===== src/rtl/unidade_logica_pkg.sv =====
// Opcode encoding and per-bit result function for the Nrisc logic unit.
// Shared by unidade_logica_n and its bench.
package unidade_logica_pkg;

    typedef enum logic [2:0] {
        OP_AND    = 3'b000,
        OP_OR     = 3'b001,
        OP_XOR    = 3'b010,
        OP_NAND   = 3'b011,
        OP_NOR    = 3'b100,
        OP_XNOR   = 3'b101,
        OP_NOT_A  = 3'b110,
        OP_PASS_B = 3'b111
    } opcode_t;

    // Single-bit slice of the operation; the top replicates it across LARGURA,
    // so the width is unbounded and no truncation is needed.
    function automatic logic calcula_bit(input opcode_t op, input logic a, input logic b);
        logic r;
        r = 1'b0;
        case (op)
            OP_AND:    r = a & b;
            OP_OR:     r = a | b;
            OP_XOR:    r = a ^ b;
            OP_NAND:   r = ~(a & b);
            OP_NOR:    r = ~(a | b);
            OP_XNOR:   r = ~(a ^ b);
            OP_NOT_A:  r = ~a;
            OP_PASS_B: r = b;
            default:   r = 1'b0;
        endcase
        return r;
    endfunction

endpackage


===== src/rtl/unidade_logica_n_fila_saida.sv =====
// Output FIFO of the logic unit: storage, read/write pointers and occupancy.
// Head data reads as zero while empty, so stale storage never leaks out.
module fila_saida #(
    parameter int LARGURA      = 9,
    parameter int PROFUNDIDADE = 2
) (
    input  logic               clock,
    input  logic               resetn,
    input  logic               escrita,
    input  logic [LARGURA-1:0] dado_escrita,
    input  logic               leitura,
    output logic [LARGURA-1:0] dado_leitura,
    output logic               cheia,
    output logic               vazia
);

    localparam int PW = $clog2(PROFUNDIDADE);
    localparam int OW = $clog2(PROFUNDIDADE + 1);

    logic [PW-1:0]      ptr_escrita;
    logic [PW-1:0]      ptr_leitura;
    logic [OW-1:0]      ocupacao;
    logic [LARGURA-1:0] mem [PROFUNDIDADE];
    logic               push;
    logic               pop;

    // Full is decided from registered occupancy only: a pop in the same
    // cycle never frees a slot for a push.
    assign cheia = (ocupacao == OW'(PROFUNDIDADE));
    assign vazia = (ocupacao == '0);
    assign push  = escrita && !cheia;
    assign pop   = leitura && !vazia;

    assign dado_leitura = vazia ? '0 : mem[ptr_leitura];

    always_ff @(posedge clock) begin
        if (push) mem[ptr_escrita] <= dado_escrita;
    end

    // Power-of-two depth lets the pointers wrap by natural overflow.
    always_ff @(posedge clock or negedge resetn) begin
        if (!resetn) begin
            ptr_escrita <= '0;
            ptr_leitura <= '0;
            ocupacao    <= '0;
        end else begin
            if (push) ptr_escrita <= ptr_escrita + 1'b1;
            if (pop)  ptr_leitura <= ptr_leitura + 1'b1;
            case ({push, pop})
                2'b10:   ocupacao <= ocupacao + 1'b1;
                2'b01:   ocupacao <= ocupacao - 1'b1;
                default: ocupacao <= ocupacao;
            endcase
        end
    end

endmodule


===== src/rtl/unidade_logica_n.sv =====
// Registered LARGURA-bit logic unit with valid/ready handshakes and output FIFO.
// Define UNIDADE_LOGICA_CONTADOR_EN to add the contagem_ops accept counter.
module unidade_logica_n
    import unidade_logica_pkg::*;
#(
    parameter int LARGURA      = 8,
    parameter int PROFUNDIDADE = 2
) (
    input  logic               clock,
    input  logic               resetn,
    input  logic               entrada_valida,
    output logic               entrada_pronta,
    input  logic [2:0]         operacao,
    input  logic [LARGURA-1:0] entrada1,
    input  logic [LARGURA-1:0] entrada2,
    output logic               saida_valida,
    input  logic               saida_pronta,
    output logic [LARGURA-1:0] saida,
    output logic               flag_zero
`ifdef UNIDADE_LOGICA_CONTADOR_EN
    ,
    output logic [31:0]        contagem_ops
`endif
);

    opcode_t            op;
    logic [LARGURA-1:0] resultado;
    logic [LARGURA:0]   entrada_fila;
    logic [LARGURA:0]   cabeca;
    logic               cheia;
    logic               vazia;
    logic               aceito;

    assign op = opcode_t'(operacao);

    for (genvar i = 0; i < LARGURA; i++) begin : gen_bit
        assign resultado[i] = calcula_bit(op, entrada1[i], entrada2[i]);
    end

    assign entrada_fila = {~|resultado, resultado};

    assign entrada_pronta = ~cheia;
    assign saida_valida   = ~vazia;
    assign aceito         = entrada_valida && entrada_pronta;
    assign {flag_zero, saida} = cabeca;

    fila_saida #(
        .LARGURA     (LARGURA + 1),
        .PROFUNDIDADE(PROFUNDIDADE)
    ) u_fila (
        .clock       (clock),
        .resetn      (resetn),
        .escrita     (aceito),
        .dado_escrita(entrada_fila),
        .leitura     (saida_pronta),
        .dado_leitura(cabeca),
        .cheia       (cheia),
        .vazia       (vazia)
    );

`ifdef UNIDADE_LOGICA_CONTADOR_EN
    always_ff @(posedge clock or negedge resetn) begin
        if (!resetn)     contagem_ops <= '0;
        else if (aceito) contagem_ops <= contagem_ops + 32'd1;
    end
`endif

endmodule

===== config.mk =====
export PLATFORM = sky130hd
export DESIGN_NAME = unidade_logica_n
export DESIGN_NICKNAME = d
export VERILOG_FILES = /design/src/rtl/unidade_logica_pkg.sv /design/src/rtl/unidade_logica_n_fila_saida.sv /design/src/rtl/unidade_logica_n.sv
export SDC_FILE = /design/constraint.sdc
export NUM_CORES = 1
export LEC_CHECK = 0
export ABC_AREA = 0
export CORE_AREA = 2 2 55 68
export CTS_CLUSTER_DIAMETER = 150
export CTS_CLUSTER_SIZE = 8
export DETAILED_ROUTE_END_ITERATION = 10
export DIE_AREA = 0 0 57 70
export PLACE_DENSITY = 0.79
export SLEW_MARGIN = 25
export SYNTH_ARGS = -nofsm -noshare
export SYNTH_HDL_FRONTEND = slang
export SYNTH_SLANG_ARGS = --single-unit

===== constraint.sdc =====
create_clock -name clock -period 2 [get_ports clock]
set_input_delay 0.4 -clock clock [delete_from_list [all_inputs] [get_ports clock]]
set_output_delay 0.4 -clock clock [all_outputs]
set_load 0.005 [all_outputs]

# --- Yosys cells after proc, flatten, opt, wreduce, memory -nomap -nowiden ---
# Memories as Yosys holds them, arrays and structs flattened.
# Index checks and enable logic that the tools add are counted.
word_totals:
  register_bits: 4
  mem_bits_rw: 18
  elab_cells: 98
  memories: 1
mem_list:
  columns: ["name", "words", "word_bits", "read_ports", "rd_ports_with_merged_regs", "wr", "line", "rtl"]
  rows:
  - ["u_fila.mem", 2, 9, 1, 0, 1, "unidade_logica_n_fila_saida.sv:23", "logic [LARGURA-1:0] mem [PROFUNDIDADE];"]
classes:
  addsub: 4
  n_eq_ne: 10
  mux: 12
  bitwise: 58
  reduce_logical: 10
op_table:
  columns: ["cell", "count"]
  rows:
  - ["1-bit one-hot mux with 8 select lines", 8]
  - ["1-bit inverter", 34]
  - ["3-bit == test (second input constant)", 4]
  - ["9-bit two-way mux", 1]
  - ["1-bit bitwise AND", 8]
  - ["1-bit bitwise OR", 8]
  - ["8-bit OR reduction", 1]
  - ["1-bit XOR", 8]
  - ["3-bit by 2-bit == test with 1-bit output (second input constant)", 2]
  - ["2-bit == test (second input constant)", 2]
  - ["2-bit one-hot mux with 2 select lines", 1]
  - ["3-bit by 1-bit == test with 1-bit output (second input constant)", 1]
  - ["1-bit logical AND", 3]
  - ["1-bit zero test", 3]
  - ["3-bit zero test", 1]
  - ["1-bit adder (second input constant)", 2]
  - ["2-bit by 1-bit adder with 2-bit output (second input constant)", 1]
  - ["2-bit by 1-bit == test with 1-bit output (second input constant)", 1]
  - ["2-bit zero test", 1]
  - ["1-bit two-way mux", 2]
  - ["2-bit nonzero test", 1]
  - ["2-bit by 1-bit subtractor with 2-bit output (second input constant)", 1]

# --- Depth between registers and ports, before layout ---
logic_depth:
  depth_word: 6
  ltp_mapped: 9
  depth_no_buf: 8

# --- Cells and area by module ---
# A second synthesis with hierarchy kept.
hier_totals:
  hier_cells: 181
  hier_area_um2: 1795.5
by_module_without_submodules:
  columns: ["module", "instances", "cells_per_inst", "area_each_um2", "seq_area_each_um2"]
  rows:
  - ["unidade_logica_n", 1, 125, 922.1, 0.0]
  - ["fila_saida", 1, 56, 873.3, 640.6]

# --- Worst setup path before layout ---
# OpenSTA, ideal clock, no wires.
synth_path:
  path_type: "in2reg"
  from: "input port entrada1[4]"
  to: "memory u_fila.mem[0][8], data pin"
  setup_time_ns: 0.182
  arrival_time_ns: 1.925
  path_slack_ns: -0.107
  cell_stages: 7
  path_buffers: 0
  cell_sequence: "inv_1 > ha_1 > o221a_2 > o32a_1 > nor2_1 > or4b_1 > nor4_2"
synth_via:
  elab_chain_cells: 5
  word_cells_on_any_way: 10
  cone_classes: "mux: 1; bitwise: 7; reduce/logical: 2"
synth_lines:
  columns: ["element", "line", "rtl"]
  rows:
  - ["start, declared", "unidade_logica_n.sv:14", "input logic [LARGURA-1:0] entrada1,"]
  - ["1-bit XOR (tied with other cells)", "unidade_logica_pkg.sv:24, unidade_logica_pkg.sv:27", null]
  - ["1-bit inverter, on equally long branches", "unidade_logica_pkg.sv:27, unidade_logica_pkg.sv:25, unidade_logica_pkg.sv:26", null]
  - ["1-bit one-hot mux with 8 select lines (*)", "unidade_logica_pkg.sv:21", "case (op)"]
  - ["via entrada_fila[4]", "unidade_logica_n.sv:28", "logic [LARGURA:0] entrada_fila;"]
  - ["8-bit OR reduction (*)", "unidade_logica_n.sv:40", "assign entrada_fila = {~|resultado, resultado};"]
  - ["1-bit zero test (*)", "unidade_logica_n.sv:40", null]
  - ["via entrada_fila[8]", "unidade_logica_n.sv:28", null]
  - ["end, declared", "unidade_logica_n_fila_saida.sv:23", null]
# The timed path passes the listed nets; every way through them passes the cells marked *.

# --- Final worst setup path ---
layout_path:
  from: "input port entrada1[3]"
  to: "memory u_fila.mem[0][8], data pin"
# Same word-level chain as after synthesis.

==> impl_metrics.json <==
{
  "status": "complete, but fails checks",
  "violations": "negative setup slack",
  "crit_fanout": 2,
  "vias": 1807,
  "cts_tree": "built",
  "globalplace.congestion": 0.781,
  "rows": 24,
  "grt_use_met1_pct": 25.3,
  "crit_chain": "clkdlybuf4s50_1, inv_1, ha_1, nand2_1, o21ai_0, o211ai_1, a21oi_1, a21oi_2, nor4_4",
  "dieArea_um2": 3990,
  "die_height_um": 70,
  "ir_drop_v": 0.000769,
  "use_met2_pct": 45.5,
  "post_drt_wl_per_cell_um": 16.0,
  "cp-startpoint": "entrada1[3]",
  "portBuffers": 33,
  "synthesis.area_um2": 1780,
  "setup_violations": 2,
  "r2r_start": "u_fila.ocupacao[1]",
  "start_util_pct": 52.0,
  "gr-total-overflow": 0,
  "grt_max_degree": 24,
  "fin_crit_sh_pct": 101,
  "path_clk_slew_ns": 0.07,
  "drtPass1Iterations": 4,
  "hpwl_mm": 3.18,
  "drtIter0Drc": 61,
  "synth_edf_count": 18,
  "cts_max_path_buffers": 2,
  "ys_seq_area_share_pct": 36.0,
  "first_global_vias": 1739,
  "wirelength_mm": 4.95,
  "pin_count": 34,
  "fin_ws_ns": -0.0168,
  "startpoint_type": "primary input",
  "pre_cts_ws_ns": -0.779,
  "drv_slew": 0,
  "met3_usage_pct": 2.41,
  "p_leak_uw": 0.00130,
  "area_delta_synth_final_pct": 58.9,
  "grt_usage_pct": 24.3,
  "fin_skew_ns": 0.000726,
  "ctsHtreeMaxLevel": 1,
  "core_um2": 3420,
  "powerDensity_nw_per_um2": 761,
  "endpoint_kind": "flip-flop",
  "antenna_found_initial": 0,
  "antenna_cells": 0,
  "grt-busiest-layer": "met2",
  "rsz0062_at_grt": "yes",
  "cp.required_ns": 2.01,
  "critPathSlowestCell": "clkdlybuf4s50_1",
  "viasPerCell": 5.83,
  "max_stage_delay_ns": 0.48,
  "path_class": "in -> reg",
  "grt_pass1_wl_mm": 7.64,
  "synth_cell_types": 46,
  "fmax_ghz": 0.496,
  "synth.avg_cell_area_um2": 9.27,
  "synth-seq-cells": 22,
  "max_cap_violations": 0,
  "ant_nets": 0,
  "period_needed_ns": 2.02,
  "clockRootBuffer": "clkbuf_8",
  "die_x_um": 57,
  "drive_gt1_share_pct": 42.4,
  "hp-class": "in -> async",
  "worstMarginPinSlew_ns": 0.403,
  "async_flop_share_pct": 18.2,
  "numCtsBuffers": 3,
  "drc": 0,
  "total_power_uw": 2150,
  "hold_viol": 0,
  "synth_cells": 192,
  "num-nets-final": 312,
  "synth_nets": 232,
  "holdBufCountCts": 0,
  "crit_arrival_ns": 2.02,
  "cts_num_sinks": 22,
  "insertion_delay_ns": 0.26,
  "yosys_warnings": 0,
  "synth_flop_cell": "edfxtp_1",
  "relSlewSlack_pct": 73.1
}
[cell type report]
cell class	count	area, um2
Tap cell	39	48.8
Clock inverter	1	3.75
Multi-Input combinational cell	139	1230
Sequential cell	22	642
Fill cell	192	596
Timing Repair Buffer	87	773
Inverter	19	91.3
Clock buffer	3	41.3
[report_power, final]
group / switching [uW] / internal (uW)
sequential: 61.7 / 656
clock: 130 / 137
combinational: 503 / 664
[layer usage]
layer  vias up  wire length [um]
met2        70              2700
met4         0               246
met3        26               239
met1       861              1760
li1        850                 -
met5         -                 0
[Yosys cell counts, types with 4 or more instances]
library cell  number  area (um2)
inv_1             18        67.6
mux2i_1            9        90.1
edfxtp_1          18         541
nand2_1            8        30.0
buf_2              5        25.0
ha_1              17         213
nor2_1            24        90.1
o21ai_0            8        40.0
nand2b_1           9        56.3
a21oi_1           11        55.1
nor2b_1           10        62.6
dfrtp_1            4         100
[cells in the final DEF, fill, tap and decap left out, types with 2 or more instances in the layout]
cell type / count
inv_4: 3
mux2i_1: 9
buf_4: 46
a31oi_1: 2
buf_2: 4
clkbuf_2: 4
xnor2_1: 3
ha_1: 9
dlymetal6s2s_1: 10
o22a_1: 3
nand2_1: 8
a211oi_1: 3
edfxtp_1: 18
clkbuf_8: 3
a21oi_1: 9
xor2_1: 2
nand2b_4: 3
clkdlybuf4s50_1: 10
o21ai_0: 4
inv_2: 9
buf_6: 10
nor2_1: 23
o211ai_1: 2
ha_4: 8
o21ai_1: 4
a311oi_1: 3
buf_8: 2
a21oi_2: 2
nand2b_1: 6
dfrtp_1: 3
nor2b_1: 8
inv_1: 5
[worst max-delay path, delay by kind of cell]
family	cells	cell delay (ns)
AOI/OAI and AO/OA	4	0.62
buffers and inverters	2	0.53
adders and majority gates	1	0.32
and+or+nand+nor	2	0.16
[final timing paths]
kind	to	slack, ns	cells after the start
max reg2reg	u_fila.ocupacao[1]	0.50	6
min in group clock	u_fila.ptr_escrita	0.50	1
min	u_fila.ptr_escrita	0.34	1
max	u_fila.mem[0][8]	-0.02	9
min reg2reg	u_fila.ptr_escrita	0.50	1
max in group asynchronous	u_fila.ptr_leitura	1.48	1
[flip-flops by register name, summed over array words and instances, names as in the netlist]
name and flops:
u_fila.mem 18, u_fila.ocupacao 2, u_fila.ptr_escrita 1, u_fila.ptr_leitura 1
[stage by stage]
stage | instances | util [%] | setup TNS, ns | instance area [um2] | hold slack, ns
finish | 310 | 82.6 | -0.0336 | 2830 | 0.336
global route | 310 | 82.6 | -0.154 | 2830 | 0.347
detailed placement | 292 | 70.7 | -5.76 | 2420 | 0.494
global placement | 292 | 70.7 | -4.62 | 2420 | 0.479
CTS | 303 | 76.5 | -0.230 | 2620 | 0.339
floorplan | 192 | - | -0.0952 | 1820 | 0.104
[cell families after synthesis]
group | count (synthesis) | synth area share, %
XOR/XNOR | 5 | 2.46
flip-flops | 22 | 36.0
adder cells (fa/ha/maj) | 17 | 12.0
multiplexers | 10 | 5.70
buffers and inverters | 31 | 8.37
AND/OR/NAND/NOR | 59 | 17.0
AO/OA/AOI/OAI | 48 | 18.5
[repair_timing]
action | 4_1_cts | 5_1_grt
setup endpoints to repair | 17 | 13
pin swaps | 10 | 16
buffers inserted | 7 | 7
resized for setup | 77 | 49
Note: power is estimated with default switching activity, not from simulation.
